$ cat src/rtl/matrix_keypad_scanner_pkg.sv
// Shared constants, state encodings and column helpers for the 4x4 keypad scanner.
package keypad_pkg;

  localparam int KEY_CODE_W = 4;

  localparam logic [3:0] ROW_DRIVE [4] = '{4'b1110, 4'b1101, 4'b1011, 4'b0111};

  typedef enum logic [1:0] {ROW0, ROW1, ROW2, ROW3} row_state_e;

  typedef enum logic [1:0] {IDLE, PRESS_WAIT, HELD, RELEASE_WAIT} deb_state_e;

  typedef enum logic [1:0] {CLS_NONE, CLS_ONE, CLS_MULTI} frame_class_e;

  // Number of low (pressed) columns, saturated at 2 since only 0/1/many matters.
  function automatic logic [1:0] low_count(input logic [3:0] col_n);
    logic [2:0] n;
    n = 3'd0;
    for (int i = 0; i < 4; i++) begin
      n = n + {2'b00, ~col_n[i]};
    end
    return (n > 3'd1) ? 2'd2 : n[1:0];
  endfunction

  function automatic logic [1:0] first_low(input logic [3:0] col_n);
    logic [1:0] idx;
    idx = 2'd0;
    for (int i = 3; i >= 0; i--) begin
      if (!col_n[i]) idx = 2'(i);
    end
    return idx;
  endfunction

endpackage

$ cat src/rtl/matrix_keypad_scanner_if.sv
// Keypad-side and key-event signals of the scanner, with a debug view of the debounce FSM.
interface matrix_keypad_scanner_if;
  import keypad_pkg::*;

  // KEY_VALID is a one-cycle strobe with no ready/backpressure: the consumer must
  // take KEY_CODE in the cycle KEY_VALID is high; KEY_CODE stays stable afterwards.
  logic [3:0]            COL;
  logic [3:0]            ROW;
  logic [KEY_CODE_W-1:0] KEY_CODE;
  logic                  KEY_VALID;
  logic                  KEY_HELD;
  deb_state_e            dbg_state;

  modport master (input COL, output ROW, output KEY_CODE, output KEY_VALID,
                  output KEY_HELD, output dbg_state);
  modport slave  (output COL, input ROW, input KEY_CODE, input KEY_VALID,
                  input KEY_HELD, input dbg_state);

endinterface

$ cat src/rtl/matrix_keypad_scanner_scan_tick_gen.sv
// Free-running divider: tick is high on the last cycle of every SCAN_DIV-cycle row period.
module scan_tick_gen #(
  parameter int SCAN_DIV = 100000
) (
  input  logic CLK,
  input  logic RST_N,
  output logic tick
);

  localparam int CNT_W = (SCAN_DIV < 2) ? 1 : $clog2(SCAN_DIV);

  logic [CNT_W-1:0] cnt_q, cnt_d;

  assign tick = (cnt_q == CNT_W'(SCAN_DIV - 1));

  always_comb begin
    cnt_d = tick ? '0 : cnt_q + CNT_W'(1);
  end

  always_ff @(posedge CLK or negedge RST_N) begin
    if (!RST_N) cnt_q <= '0;
    else        cnt_q <= cnt_d;
  end

endmodule

$ cat src/rtl/matrix_keypad_scanner.sv
// 4x4 active-low keypad scanner: row strobing, per-frame hit classification and
// frame-level debounce producing a key-code strobe and a held level.
module matrix_keypad_scanner
  import keypad_pkg::*;
#(
  parameter int SCAN_DIV = 100000,
  parameter int DEBOUNCE = 5
) (
  input  logic                     CLK,
  input  logic                     RST_N,
  matrix_keypad_scanner_if.master  kp
);

  localparam int CNT_W = (DEBOUNCE < 3) ? 1 : $clog2(DEBOUNCE);

  logic [3:0]            col_meta_q, col_sync_q;
  logic                  tick;
  row_state_e            row_state_q, row_state_d;
  logic [3:0]            row_q, row_d;
  logic [1:0]            hit_cnt_q, hit_cnt_d;
  logic [KEY_CODE_W-1:0] frame_code_q, frame_code_d;
  deb_state_e            deb_state_q, deb_state_d;
  logic [CNT_W-1:0]      cnt_q, cnt_d;
  logic [KEY_CODE_W-1:0] cand_q, cand_d;
  logic [KEY_CODE_W-1:0] key_code_q, key_code_d;
  logic                  key_valid_q, key_valid_d;
  logic                  key_held_q, key_held_d;

  logic [1:0]            row_hits, frame_hits;
  logic [2:0]            hit_sum;
  logic [KEY_CODE_W-1:0] row_code, frame_code;
  logic                  frame_end;
  frame_class_e          frame_class;

  scan_tick_gen #(.SCAN_DIV(SCAN_DIV)) u_tick (
    .CLK   (CLK),
    .RST_N (RST_N),
    .tick  (tick)
  );

  always_comb begin
    row_state_d = row_state_q;
    if (tick) begin
      case (row_state_q)
        ROW0:    row_state_d = ROW1;
        ROW1:    row_state_d = ROW2;
        ROW2:    row_state_d = ROW3;
        default: row_state_d = ROW0;
      endcase
    end
    row_d = ROW_DRIVE[int'(row_state_d)];
  end

  // The frame-end classification folds in the ROW3 sample taken on the same tick.
  always_comb begin
    row_hits     = low_count(col_sync_q);
    row_code     = {row_state_q, first_low(col_sync_q)};
    hit_sum      = {1'b0, hit_cnt_q} + {1'b0, row_hits};
    frame_hits   = (hit_sum >= 3'd2) ? 2'd2 : hit_sum[1:0];
    frame_code   = (row_hits != 2'd0) ? row_code : frame_code_q;
    frame_end    = tick && (row_state_q == ROW3);
    hit_cnt_d    = hit_cnt_q;
    frame_code_d = frame_code_q;
    if (tick) begin
      hit_cnt_d    = frame_end ? 2'd0 : frame_hits;
      frame_code_d = frame_code;
    end
    frame_class = CLS_NONE;
    if (frame_hits == 2'd1)      frame_class = CLS_ONE;
    else if (frame_hits == 2'd2) frame_class = CLS_MULTI;
  end

  always_comb begin
    deb_state_d = deb_state_q;
    cnt_d       = cnt_q;
    cand_d      = cand_q;
    key_code_d  = key_code_q;
    key_valid_d = 1'b0;
    key_held_d  = key_held_q;
    if (frame_end) begin
      case (deb_state_q)
        IDLE: begin
          if (frame_class == CLS_ONE) begin
            cand_d = frame_code;
            if (DEBOUNCE == 1) begin
              deb_state_d = HELD;
              cnt_d       = '0;
              key_code_d  = frame_code;
              key_valid_d = 1'b1;
              key_held_d  = 1'b1;
            end else begin
              deb_state_d = PRESS_WAIT;
              cnt_d       = CNT_W'(1);
            end
          end
        end
        PRESS_WAIT: begin
          if (frame_class == CLS_ONE && frame_code == cand_q) begin
            if (cnt_q == CNT_W'(DEBOUNCE - 1)) begin
              deb_state_d = HELD;
              cnt_d       = '0;
              key_code_d  = cand_q;
              key_valid_d = 1'b1;
              key_held_d  = 1'b1;
            end else begin
              cnt_d = cnt_q + CNT_W'(1);
            end
          end else begin
            deb_state_d = IDLE;
            cnt_d       = '0;
          end
        end
        HELD: begin
          if (frame_class == CLS_NONE) begin
            if (DEBOUNCE == 1) begin
              deb_state_d = IDLE;
              cnt_d       = '0;
              key_held_d  = 1'b0;
            end else begin
              deb_state_d = RELEASE_WAIT;
              cnt_d       = CNT_W'(1);
            end
          end
        end
        RELEASE_WAIT: begin
          if (frame_class == CLS_NONE) begin
            if (cnt_q == CNT_W'(DEBOUNCE - 1)) begin
              deb_state_d = IDLE;
              cnt_d       = '0;
              key_held_d  = 1'b0;
            end else begin
              cnt_d = cnt_q + CNT_W'(1);
            end
          end else begin
            deb_state_d = HELD;
            cnt_d       = '0;
          end
        end
        default: begin
          deb_state_d = IDLE;
          cnt_d       = '0;
        end
      endcase
    end
  end

  always_ff @(posedge CLK or negedge RST_N) begin
    if (!RST_N) begin
      col_meta_q   <= 4'hF;
      col_sync_q   <= 4'hF;
      row_state_q  <= ROW0;
      row_q        <= 4'b1110;
      hit_cnt_q    <= 2'd0;
      frame_code_q <= '0;
      deb_state_q  <= IDLE;
      cnt_q        <= '0;
      cand_q       <= '0;
      key_code_q   <= '0;
      key_valid_q  <= 1'b0;
      key_held_q   <= 1'b0;
    end else begin
      col_meta_q   <= kp.COL;
      col_sync_q   <= col_meta_q;
      row_state_q  <= row_state_d;
      row_q        <= row_d;
      hit_cnt_q    <= hit_cnt_d;
      frame_code_q <= frame_code_d;
      deb_state_q  <= deb_state_d;
      cnt_q        <= cnt_d;
      cand_q       <= cand_d;
      key_code_q   <= key_code_d;
      key_valid_q  <= key_valid_d;
      key_held_q   <= key_held_d;
    end
  end

  assign kp.ROW       = row_q;
  assign kp.KEY_CODE  = key_code_q;
  assign kp.KEY_VALID = key_valid_q;
  assign kp.KEY_HELD  = key_held_q;
  assign kp.dbg_state = deb_state_q;

endmodule
$ cat src/flat_wrapper.sv
// flat-port wrapper written by rule: the top's interface ports become plain ports
module matrix_keypad_scanner_flat import keypad_pkg::*;
#(
  parameter int SCAN_DIV = 100000,
  parameter int DEBOUNCE = 5
)
  (CLK, RST_N, kp_COL, kp_ROW, kp_KEY_CODE, kp_KEY_VALID, kp_KEY_HELD, kp_dbg_state);
  matrix_keypad_scanner_if kp_i ();
  input  logic CLK;
  input  logic RST_N;
  input wire logic [$bits(kp_i.COL)-1:0] kp_COL;
  output wire logic [$bits(kp_i.ROW)-1:0] kp_ROW;
  output wire logic [$bits(kp_i.KEY_CODE)-1:0] kp_KEY_CODE;
  output wire logic [$bits(kp_i.KEY_VALID)-1:0] kp_KEY_VALID;
  output wire logic [$bits(kp_i.KEY_HELD)-1:0] kp_KEY_HELD;
  output wire logic [$bits(kp_i.dbg_state)-1:0] kp_dbg_state;
  assign kp_i.COL = kp_COL;
  assign kp_ROW = kp_i.ROW;
  assign kp_KEY_CODE = kp_i.KEY_CODE;
  assign kp_KEY_VALID = kp_i.KEY_VALID;
  assign kp_KEY_HELD = kp_i.KEY_HELD;
  assign kp_dbg_state = kp_i.dbg_state;
  matrix_keypad_scanner #(.SCAN_DIV(SCAN_DIV), .DEBOUNCE(DEBOUNCE)) u_core (.CLK(CLK), .RST_N(RST_N), .kp(kp_i));
endmodule
$ cat config.mk
export PLATFORM = sky130hd
export DESIGN_NAME = matrix_keypad_scanner_flat
export DESIGN_NICKNAME = d
export VERILOG_FILES = /design/src/rtl/matrix_keypad_scanner_pkg.sv /design/src/rtl/matrix_keypad_scanner_if.sv /design/src/rtl/matrix_keypad_scanner_scan_tick_gen.sv /design/src/rtl/matrix_keypad_scanner.sv /design/src/flat_wrapper.sv
export SDC_FILE = /design/constraint.sdc
export NUM_CORES = 1
export LEC_CHECK = 0
export CAP_MARGIN = 25
export CORE_MARGIN = 2
export CORE_UTILIZATION = 35
export DETAILED_ROUTE_END_ITERATION = 12
export DONT_BUFFER_PORTS = 1
export GPL_TIMING_DRIVEN = 0
export SETUP_SLACK_MARGIN = 0.1
export SYNTH_ARGS = -nofsm -noshare
export SYNTH_HDL_FRONTEND = slang
export SYNTH_SLANG_ARGS = --single-unit
export TNS_END_PERCENT = 10
$ cat constraint.sdc
create_clock -name CLK -period 5.7 [get_ports CLK]
set_clock_uncertainty 0.2 [all_clocks]
set_input_delay 0.855 -clock CLK [delete_from_list [all_inputs] [get_ports CLK]]
set_output_delay 0.855 -clock CLK [all_outputs]
set_load 0.005 [all_outputs]
# [Yosys cells after proc, flatten, opt, wreduce, memory -nomap -nowiden]
# Index checks and enable logic that the tools add are counted.
[word_totals] ff_bits=52 word_cells=97 in_bits=6
[op_classes] muxes=38 bitwise_logic=5 magnitude_cmp=3 n_reduce_logical=12 addsub=6 n_eq_ne=20
[ops] cell="32-bit by 3-bit >= comparator with 1-bit output, second input constant" n=1
[ops] cell="2-bit two-way mux" n=16
[ops] cell="2-bit NOT with 32-bit output" n=1
[ops] cell="17-bit by 1-bit adder with 17-bit output, second input constant" n=1
[ops] cell="17-bit == test, second input constant" n=1
[ops] cell="17-bit two-way mux" n=1
[ops] cell="3-bit two-way mux" n=5
[ops] cell="4-bit two-way mux" n=3
[ops] cell="2-bit by 1-bit != test with 1-bit output, second input constant" n=6
[ops] cell="3-bit case mux with 4 select lines" n=1
[ops] cell="2-bit == test, second input constant" n=5
[ops] cell="4-bit binary-select mux with 2-bit select" n=1
[ops] cell="2-bit by 1-bit == test with 1-bit output, second input constant" n=4
[ops] cell="1-bit two-way mux" n=8
[ops] cell="2-bit case mux with 4 select lines" n=1
[ops] cell="3-bit by 1-bit adder with 3-bit output" n=2
[ops] cell="2-bit zero test" n=3
[ops] cell="2-bit case mux with 3 select lines" n=1
[ops] cell="3-bit AND reduction" n=2
[ops] cell="6-bit AND reduction" n=1
[ops] cell="5-bit AND reduction" n=1
[ops] cell="4-bit == test" n=1
[ops] cell="1-bit NOT" n=4
[ops] cell="4-bit AND reduction" n=1
[ops] cell="other kinds (11)" n=13

# [Depth between registers and ports, before layout]
# Gate-level depths: netlist (run 1).
[depth] ltp_word=17 mapped_depth=18

# [Modules after synthesis]
# A second synthesis (run 1) with hierarchy kept.
[unflattened] cells_unflattened=220 hier_area_um2=2514.9
[modules_own_cells] module="matrix_keypad_scanner" seq_area_each_um2=889.6 instances=1 cells_per_inst=146 area_each_um2=1721.7
[modules_own_cells] module="scan_tick_gen" seq_area_each_um2=425.4 instances=1 cells_per_inst=74 area_each_um2=793.3

# [Worst setup path before layout (run 1)]
# No wires, ideal clock.
[synth_path] path_kind="flip-flop to flip-flop" from="register u_core.col_sync_q[0]" to="register u_core.key_code_q[0] (netlist: u_core.kp.KEY_CODE[0])" t_arrival_ns=4.415 path_buffers=1 path_stages_with_launch=19 path_slack_ns=0.960 cell_sequence="dfstp_2 -> inv_1 -> ha_1 -> fa_1 -> inv_1 -> ha_1 -> nor3b_1 -> nand2_1 -> fa_1 -> and2_1 -> and2_1 -> ha_1 -> nor2b_1 -> nand3b_1 -> mux2_4 -> nor4_4 -> or3b_1 -> buf_6 -> mux2_4"
[synth_between] elab_chain_cells=15
[synth_rtl] element="start: declaration" line_no="matrix_keypad_scanner.sv:16" text="logic [3:0] col_meta_q, col_sync_q;"
[synth_rtl] element="start signal: assignment" line_no="matrix_keypad_scanner.sv:163" text="col_sync_q <= col_meta_q;"
[synth_rtl] element="1-bit NOT" line_no="matrix_keypad_scanner_pkg.sv:19" text="n = n + {2'b00, ~col_n[i]};"
[synth_rtl] element="1-bit by 1-bit adder with 2-bit output" line_no="matrix_keypad_scanner_pkg.sv:19"
[synth_rtl] element="3-bit by 1-bit adder with 3-bit output (2 in series)" line_no="matrix_keypad_scanner_pkg.sv:19"
[synth_rtl] element="3-bit by 1-bit > comparator with 1-bit output" line_no="matrix_keypad_scanner_pkg.sv:21" text="return (n > 3'd1) ? 2'd2 : n[1:0];"
[synth_rtl] element="2-bit two-way mux" line_no="matrix_keypad_scanner_pkg.sv:21"
[synth_rtl] element="2-bit by 2-bit adder with 3-bit output" line_no="matrix_keypad_scanner.sv:58" text="hit_sum = {1'b0, hit_cnt_q} + {1'b0, row_hits};"
[synth_rtl] element="3-bit by 2-bit >= comparator with 1-bit output" line_no="matrix_keypad_scanner.sv:59" text="frame_hits = (hit_sum >= 3'd2) ? 2'd2 : hit_sum[1:0];"
[synth_rtl] element="2-bit two-way mux" line_no="matrix_keypad_scanner.sv:59"
[synth_rtl] element="2-bit == test" line_no="matrix_keypad_scanner.sv:70" text="else if (frame_hits == 2'd2) frame_class = CLS_MULTI;"
[synth_rtl] element="2-bit two-way mux" line_no="matrix_keypad_scanner.sv:70"
[synth_rtl] element="2-bit two-way mux" line_no="matrix_keypad_scanner.sv:69" text="if (frame_hits == 2'd1) frame_class = CLS_ONE;"
[synth_rtl] element="2-bit by 1-bit == test with 1-bit output" line_no="matrix_keypad_scanner.sv:98" text="if (frame_class == CLS_ONE && frame_code == cand_q) begin"
[synth_rtl] element="1-bit logical AND *" line_no="matrix_keypad_scanner.sv:98"
[synth_rtl] element="4-bit AND reduction (no source line) *"
[synth_rtl] element="end signal: assignment" line_no="matrix_keypad_scanner.sv:171" text="key_code_q <= key_code_d;"
[synth_rtl] element="end: declaration" line_no="matrix_keypad_scanner.sv:25" text="logic [KEY_CODE_W-1:0] key_code_q, key_code_d;"
# Mark *: on every way between the ends. The rest lies on a longest branch, timed or not.
# A chain may end at the register's enable or synchronous reset.

# [Worst setup path in the final report (run 1)]
# Ends and elaborated chain as after synthesis.

==> results.toml, run 1 <==
[routing]
wl_per_cell_um = 12.8
drtIter0Drc = 99
vias = 1517
postRouteAntennaNets = 0
routed_via_density = 4.73
wl_mm = 4.10
drc = 0
drtPass1Iterations = 4

[floorplan]
die_x_um = 88.4
dieArea_mm2 = 0.00782
core_mm2 = 0.00683
io_pins = 18
rows = 30
die_h_um = 88.4
start_util = 0.365

[worst_setup_path]
required_ps = 5700
path_class = "flip-flop to flip-flop"
crit_arrival_ps = 5090
worstPathMaxFanout = 6
startpoint_type = "flip-flop"
cp-end-kind = "flip-flop"

[timing]
fmax_mhz = 196
finalSetupViolCount = 0
finalMaxSlewViolations = 0
min_period_over_period = 0.893
hold_viol = 0
worst_pin_slew_ps = 603
fin_ws_ps = 607
maxSlewHeadroom = 0.597
min_period_ps = 5090
rsz0062_at_grt = "false"
setup_tns_ps = 0

[power_and_ir_drop]
internal_power_mw = 0.502
clkPwrFrac = 0.370
power_density_mw_per_mm2 = 237
p_sw_mw = 0.145
p_seq_frac = 0.579
total_power_mw = 0.647
pwr-share-comb = 0.050
p_sw_frac = 0.224
p_leak_nw = 1.23
peakVddDrop_uv = 147

[logic_synthesis]
synth.avg_cell_area_um2 = 11.6
yosysWarnings = 0
synth_nets = 234
syn_area_mm2 = 0.00249
synthFlopType = "dfrtp_1"
async_flop_share = 1.00
seq_area_frac_synth = 0.527
synthCells = 216
synth_cell_types = 47
synth_edf_count = 0
ys_ff_latch = 52

[layout]
insertedDiodeCount = 0
drive_above_1_share = 0.191
nFillCells = 681
finalNetCount = 242
post-route-util = 0.400
fin_cells = 321
areaGrowthSynthToFinish_pct = 9.63

[clock_tree]
clockBufferDepth = 2
h-tree-depth = 2
clock_latency_ps = 300
clk_pin_slew_ps = 100
numCtsBuffers = 5
cts_tree = "done"
ctsResizeCount = 0
cts_root_buffer = "clkbuf_8"
clock-sinks = 52

[place]
place_congestion = 0.774
placed_cells = 312
pre_cts_slack_ps = 580
dp_hpwl_mm = 2.96
io_buffers = 0

[global_routing]
antenna_found_initial = 0
overflow = 0
grt_first_pass_wirelength_mm = 7.19
track_usage = 0.118
grt_pass1_vias = 1554
grt_max_degree = 53

[hold_path]
hold_path_class = "primary input to asynchronous set/reset pin"

[run_status]
status = "finished clean"

[job]
drv_cap = 0
[worst max-delay path, stage by stage, from the launching register on]
cell and delay (ps):
dfstp_2 520, inv_1 80, ha_1 320, fa_1 390
inv_1 80, ha_1 270, nor3b_1 390, nand2_1 120
fa_1 480, and2_1 140, and2_1 150, ha_1 140
nor2b_1 260, nand3b_1 120, mux2_4 290, nor4_4 200
or3b_1 400, buf_6 150, mux2_4 290
[registers in the layout, indices dropped and copies added (netlist names)]
name	cells
u_core.u_tick.cnt_q	17
u_core.cand_q	4
u_core.col_sync_q	4
u_core.row_state_q	2
u_core.kp.KEY_HELD	1
u_core.hit_cnt_q	2
u_core.frame_code_q	4
u_core.kp.KEY_CODE	4
u_core.cnt_q	3
u_core.kp.KEY_VALID	1
u_core.kp.dbg_state	2
u_core.kp.ROW	4
u_core.col_meta_q	4
[synthesized netlist by cell type, types with 6 or more instances]
| library cell | count | share of area |
|---|---|---|
| inv_1 | 14 | 0.021 |
| ha_1 | 10 | 0.050 |
| nor2_1 | 15 | 0.023 |
| dfrtp_1 | 41 | 0.41 |
| nand2_1 | 20 | 0.030 |
| o21ai_0 | 8 | 0.016 |
| dfstp_2 | 11 | 0.12 |
| xnor2_1 | 12 | 0.042 |
| nand4_1 | 6 | 0.015 |
| nand3_1 | 10 | 0.020 |
| xor2_1 | 6 | 0.021 |
[cells by family after synthesis]
group                    synth area share
XOR/XNOR                           0.0632
adder cells (fa/ha/maj)            0.0662
AND/OR/NAND/NOR                     0.184
buffers and inverters              0.0301
flip-flops                          0.527
multiplexers                       0.0647
AO/OA/AOI/OAI                      0.0652
[path summary, 6_finish.rpt]
path,start,to,slack (ps),cells past startpoint
setup / recovery,u_core.col_sync_q[0]$_DFF_PN1_,u_core.kp.KEY_CODE[0]$_DFFE_PN0P_,610,18
hold / removal,RST_N,u_core.frame_code_q[0]$_DFFE_PN0N_,40,0
setup reg to reg,u_core.col_sync_q[0]$_DFF_PN1_,u_core.kp.KEY_CODE[0]$_DFFE_PN0P_,610,18
hold reg to reg,u_core.col_meta_q[2]$_DFF_PN1_,u_core.col_sync_q[2]$_DFF_PN1_,160,0
max in group asynchronous,RST_N,u_core.cand_q[2]$_DFFE_PN0P_,4120,1
min in group CLK,u_core.col_meta_q[2]$_DFF_PN1_,u_core.col_sync_q[2]$_DFF_PN1_,160,0
[timing repair]
action                                 4_1_cts  5_1_grt
endpoints found under the hold margin        0       13
hold buffers                                 0        1
setup endpoints to repair                    0        0
setup buffers                                0        0
[cells in the final DEF, fill, tap and decap left out, types with 2 or more instances in the layout]
master     n
mux2_2     5
and2_1     4
fa_1       2
nor2b_1    3
xnor2_1   12
clkbuf_8   5
nand3_1   10
inv_1     14
a21oi_1    5
nand3b_1   2
xor2_1     6
dfrtp_1   41
nand2_1   20
a21o_1     2
o31ai_1    2
mux2i_1    3
and3_1     2
mux2_4     5
nor2_1    15
nand4_1    6
ha_1      10
dfstp_2   11
clkbuf_1   3
o21ai_0    8
nor3_1     2
[power by group through the flow]
stage               Clock (mW)  Combinational [mW]  Sequential [mW]
global route             0.270              0.0373            0.376
detailed placement           0              0.0305            0.382
global placement             0              0.0294            0.382
CTS                      0.251              0.0304            0.375
floorplan                    0              0.0252            0.382
finish                   0.240              0.0326            0.375
[cell type report]
class                           count  area [um2]  area share
Inverter                           14        52.6      0.0192
Tap cell                           96         120      0.0439
Buffer                              4        22.5     0.00823
Clock inverter                      2        16.3     0.00595
Clock buffer                        6        93.8      0.0343
Multi-Input combinational cell    146        1100       0.404
Timing Repair Buffer                1        10.0     0.00366
Sequential cell                    52        1320       0.481
[routing by layer]
metal | track usage | part of all wire | routed length (um) | up-vias
met2 | 0.178 | 0.45 | 1850 | 18
met4 | 0.0399 | 0.0098 | 40 | 0
met3 | 0.0364 | 0.030 | 124 | 2
met1 | 0.163 | 0.51 | 2090 | 742
met5 | 0 | 0 | 0 | -
li1 | - | - | - | 755
[metrics by stage]
step	area, um2	hold slack [ps]
2_1_floorplan	2490	145
3_3_place_gp	2620	146
6_report	2740	36.6
3_5_place_dp	2620	147
4_1_cts	2730	17.7
5_1_grt	2740	4.46
(Power assumes the default switching activity.)
==> run 2, diff against run 1 <==
--- a/config.mk
+++ b/config.mk
@@ -12,6 +12,7 @@
 export DONT_BUFFER_PORTS = 1
 export GPL_TIMING_DRIVEN = 0
 export SETUP_SLACK_MARGIN = 0.1
+export SKIP_LAST_GASP = 1
 export SYNTH_ARGS = -nofsm -noshare
 export SYNTH_HDL_FRONTEND = slang
 export SYNTH_SLANG_ARGS = --single-unit
==> results of run 2 <==
The final DEF is identical to that of run 1; final timing and power are the same.
==> run 3, diff against run 2 <==
--- a/config.mk
+++ b/config.mk
@@ -6,12 +6,13 @@
 export NUM_CORES = 1
 export LEC_CHECK = 0
 export CAP_MARGIN = 25
-export CORE_MARGIN = 2
+export CORE_MARGIN = 3
 export CORE_UTILIZATION = 35
 export DETAILED_ROUTE_END_ITERATION = 12
 export DONT_BUFFER_PORTS = 1
 export GPL_TIMING_DRIVEN = 0
 export SETUP_SLACK_MARGIN = 0.1
+export SKIP_CTS_REPAIR_TIMING = 1
 export SKIP_LAST_GASP = 1
 export SYNTH_ARGS = -nofsm -noshare
 export SYNTH_HDL_FRONTEND = slang
==> results.toml, run 3 (synthesis gave the netlist of run 1 again) <==
[timing]
maxSlewHeadroom = 0.626
min_period_over_period = 0.885
finalSetupViolCount = 0
finalMaxSlewViolations = 0
setup_tns_ps = 0
rsz0062_at_grt = "false"
min_period_ps = 5050
hold_viol = 0
hold_slack_ps = 32.1
worst_pin_slew_ps = 557
fmax_mhz = 198

[layout]
regArea_mm2 = 0.00132
multi_input_area_mm2 = 0.00110
nFillCells = 659
finalNetCount = 241
layout_common_cells = "dfrtp_1, nand2_1, nor2_1"
areaGrowthSynthToFinish_pct = 8.68
insertedDiodeCount = 0
drive_above_1_share = 0.192
final_common_cell = "dfrtp_1"
regMostFlops = "u_core.u_tick.cnt_q"
largest_reg_flops = 17

[worst_setup_path]
crit_arrival_ps = 5040
startpoint_type = "flip-flop"
path_class = "flip-flop to flip-flop"
worstPathMaxFanout = 6
cp-end-kind = "flip-flop"
required_ps = 5690
worstPathCellList = "inv_1 -> ha_1 -> fa_1 -> inv_1 -> ha_1 -> nor3b_1 -> nand2_1 -> fa_1 -> and2_1 -> and2_1 -> ha_1 -> nor2b_1 -> nand3b_1 -> mux2_4 -> nor4_4 -> or3b_1 -> buf_6 -> mux2_4"
critPathMostFrequentCell = "ha_1"
crit_path_max_incr_delay_ps = 530
crit_slowest_cell = "dfstp_2"

[place]
place_congestion = 0.739
io_buffers = 0
dp_hpwl_mm = 2.77

[routing]
wl_per_cell_um = 12.3
drc = 0
vias = 1509
drtPass1Iterations = 4
wl_mm = 3.94
routed_via_density = 4.72
postRouteAntennaNets = 0
drtIter0Drc = 72

[clock_tree]
clock_latency_ps = 300
numCtsBuffers = 5
cts_root_buffer = "clkbuf_8"
clk_pin_slew_ps = 100
cts_tree = "done"
h-tree-depth = 2
clock-sinks = 52
clockBufferDepth = 2

[power_and_ir_drop]
total_power_mw = 0.627
pwr-share-comb = 0.048
clkPwrFrac = 0.353
p_leak_nw = 1.22
peakVddDrop_uv = 144
p_sw_mw = 0.140
p_sw_frac = 0.223
power_density_mw_per_mm2 = 231
p_seq_frac = 0.599
internal_power_mw = 0.487

[global_routing]
grt_pass1_vias = 1577
antenna_found_initial = 0
grtUsageMet3 = 0.0275
grt_busiest_layer = "met2"
grt_first_pass_wirelength_mm = 7.17
grt_util_met2 = 0.159
grt_use_met1 = 0.147
overflow = 0
track_usage = 0.106
grt_max_degree = 53

[floorplan]
start_util = 0.363
die_h_um = 90.4
core_mm2 = 0.00687
io_pins = 18
rows = 30
dieArea_mm2 = 0.00818
die_x_um = 90.4

[hold_path]
hold_path_class = "primary input to asynchronous set/reset pin"

[job]
drv_cap = 0

[run_status]
status = "finished clean"
-- run 3: cell types whose count changed in the layout (fill, tap and decap cells not counted) --
cell | previous run | this run
dlygate4sd3_1 | 1 | 0
clkinv_2 | 0 | 1
clkbuf_16 | 1 | 0
clkbuf_8 | 5 | 6
clkinvlp_4 | 1 | 0
-- run 3: area by class of cell --
cell class              count  area share
plain buffers               4     0.00831
flip-flops and latches     52       0.485
well taps                  96      0.0443
multi-input cells         146       0.407
clock inverters             2     0.00508
clock buffers               6      0.0305
inverters                  14      0.0194
-- run 3: worst paths after layout --
check | slack [ps] | startpoint | to | cells past startpoint
max in group asynchronous | 5080 | RST_N | u_core.col_sync_q[1]$_DFF_PN1_ | 0
min in group CLK | 160 | u_core.col_meta_q[3]$_DFF_PN1_ | u_core.col_sync_q[3]$_DFF_PN1_ | 0
setup / recovery | 650 | u_core.col_sync_q[0]$_DFF_PN1_ | u_core.kp.KEY_CODE[3]$_DFFE_PN0P_ | 18
setup reg to reg | 650 | u_core.col_sync_q[0]$_DFF_PN1_ | u_core.kp.KEY_CODE[3]$_DFFE_PN0P_ | 18
hold reg to reg | 160 | u_core.col_meta_q[3]$_DFF_PN1_ | u_core.col_sync_q[3]$_DFF_PN1_ | 0
hold / removal | 30 | RST_N | u_core.u_tick.cnt_q[8]$_DFF_PN0_ | 0
-- run 3: power by group through the flow --
stage	logic, mW	clock network (mW)	registers [mW]
floorplan	0.0252	0	0.382
global placement	0.0295	0	0.382
detailed placement	0.0306	0	0.382
CTS	0.0305	0.232	0.375
global route	0.0341	0.245	0.376
finish	0.0303	0.221	0.375
-- run 3: per-stage QoR --
| step | std cells | setup WS [ps] | area [um2] | util |
|---|---|---|---|---|
| finish | 320 | 654 | 2710 | 0.395 |
| detailed placement | 312 | 613 | 2620 | 0.381 |
| global route | 320 | 232 | 2710 | 0.395 |
| floorplan | 216 | 960 | 2490 | - |
| CTS | 320 | 609 | 2710 | 0.395 |
| global placement | 312 | 693 | 2620 | 0.381 |
-- run 3: per-layer routing --
layer / part of all wire / up-vias
met5: 0 / -
met4: 0.016 / 0
met3: 0.037 / 6
met2: 0.42 / 24
met1: 0.52 / 727
li1: - / 752
-- run 3: critical path, delay by kind of cell (launching register included) --
family / cells / cell delay [ps]
mux: 2 / 580
simple gates: 8 / 1760
fa+ha+maj: 5 / 1590
flops: 1 / 530
buf+inv: 3 / 290
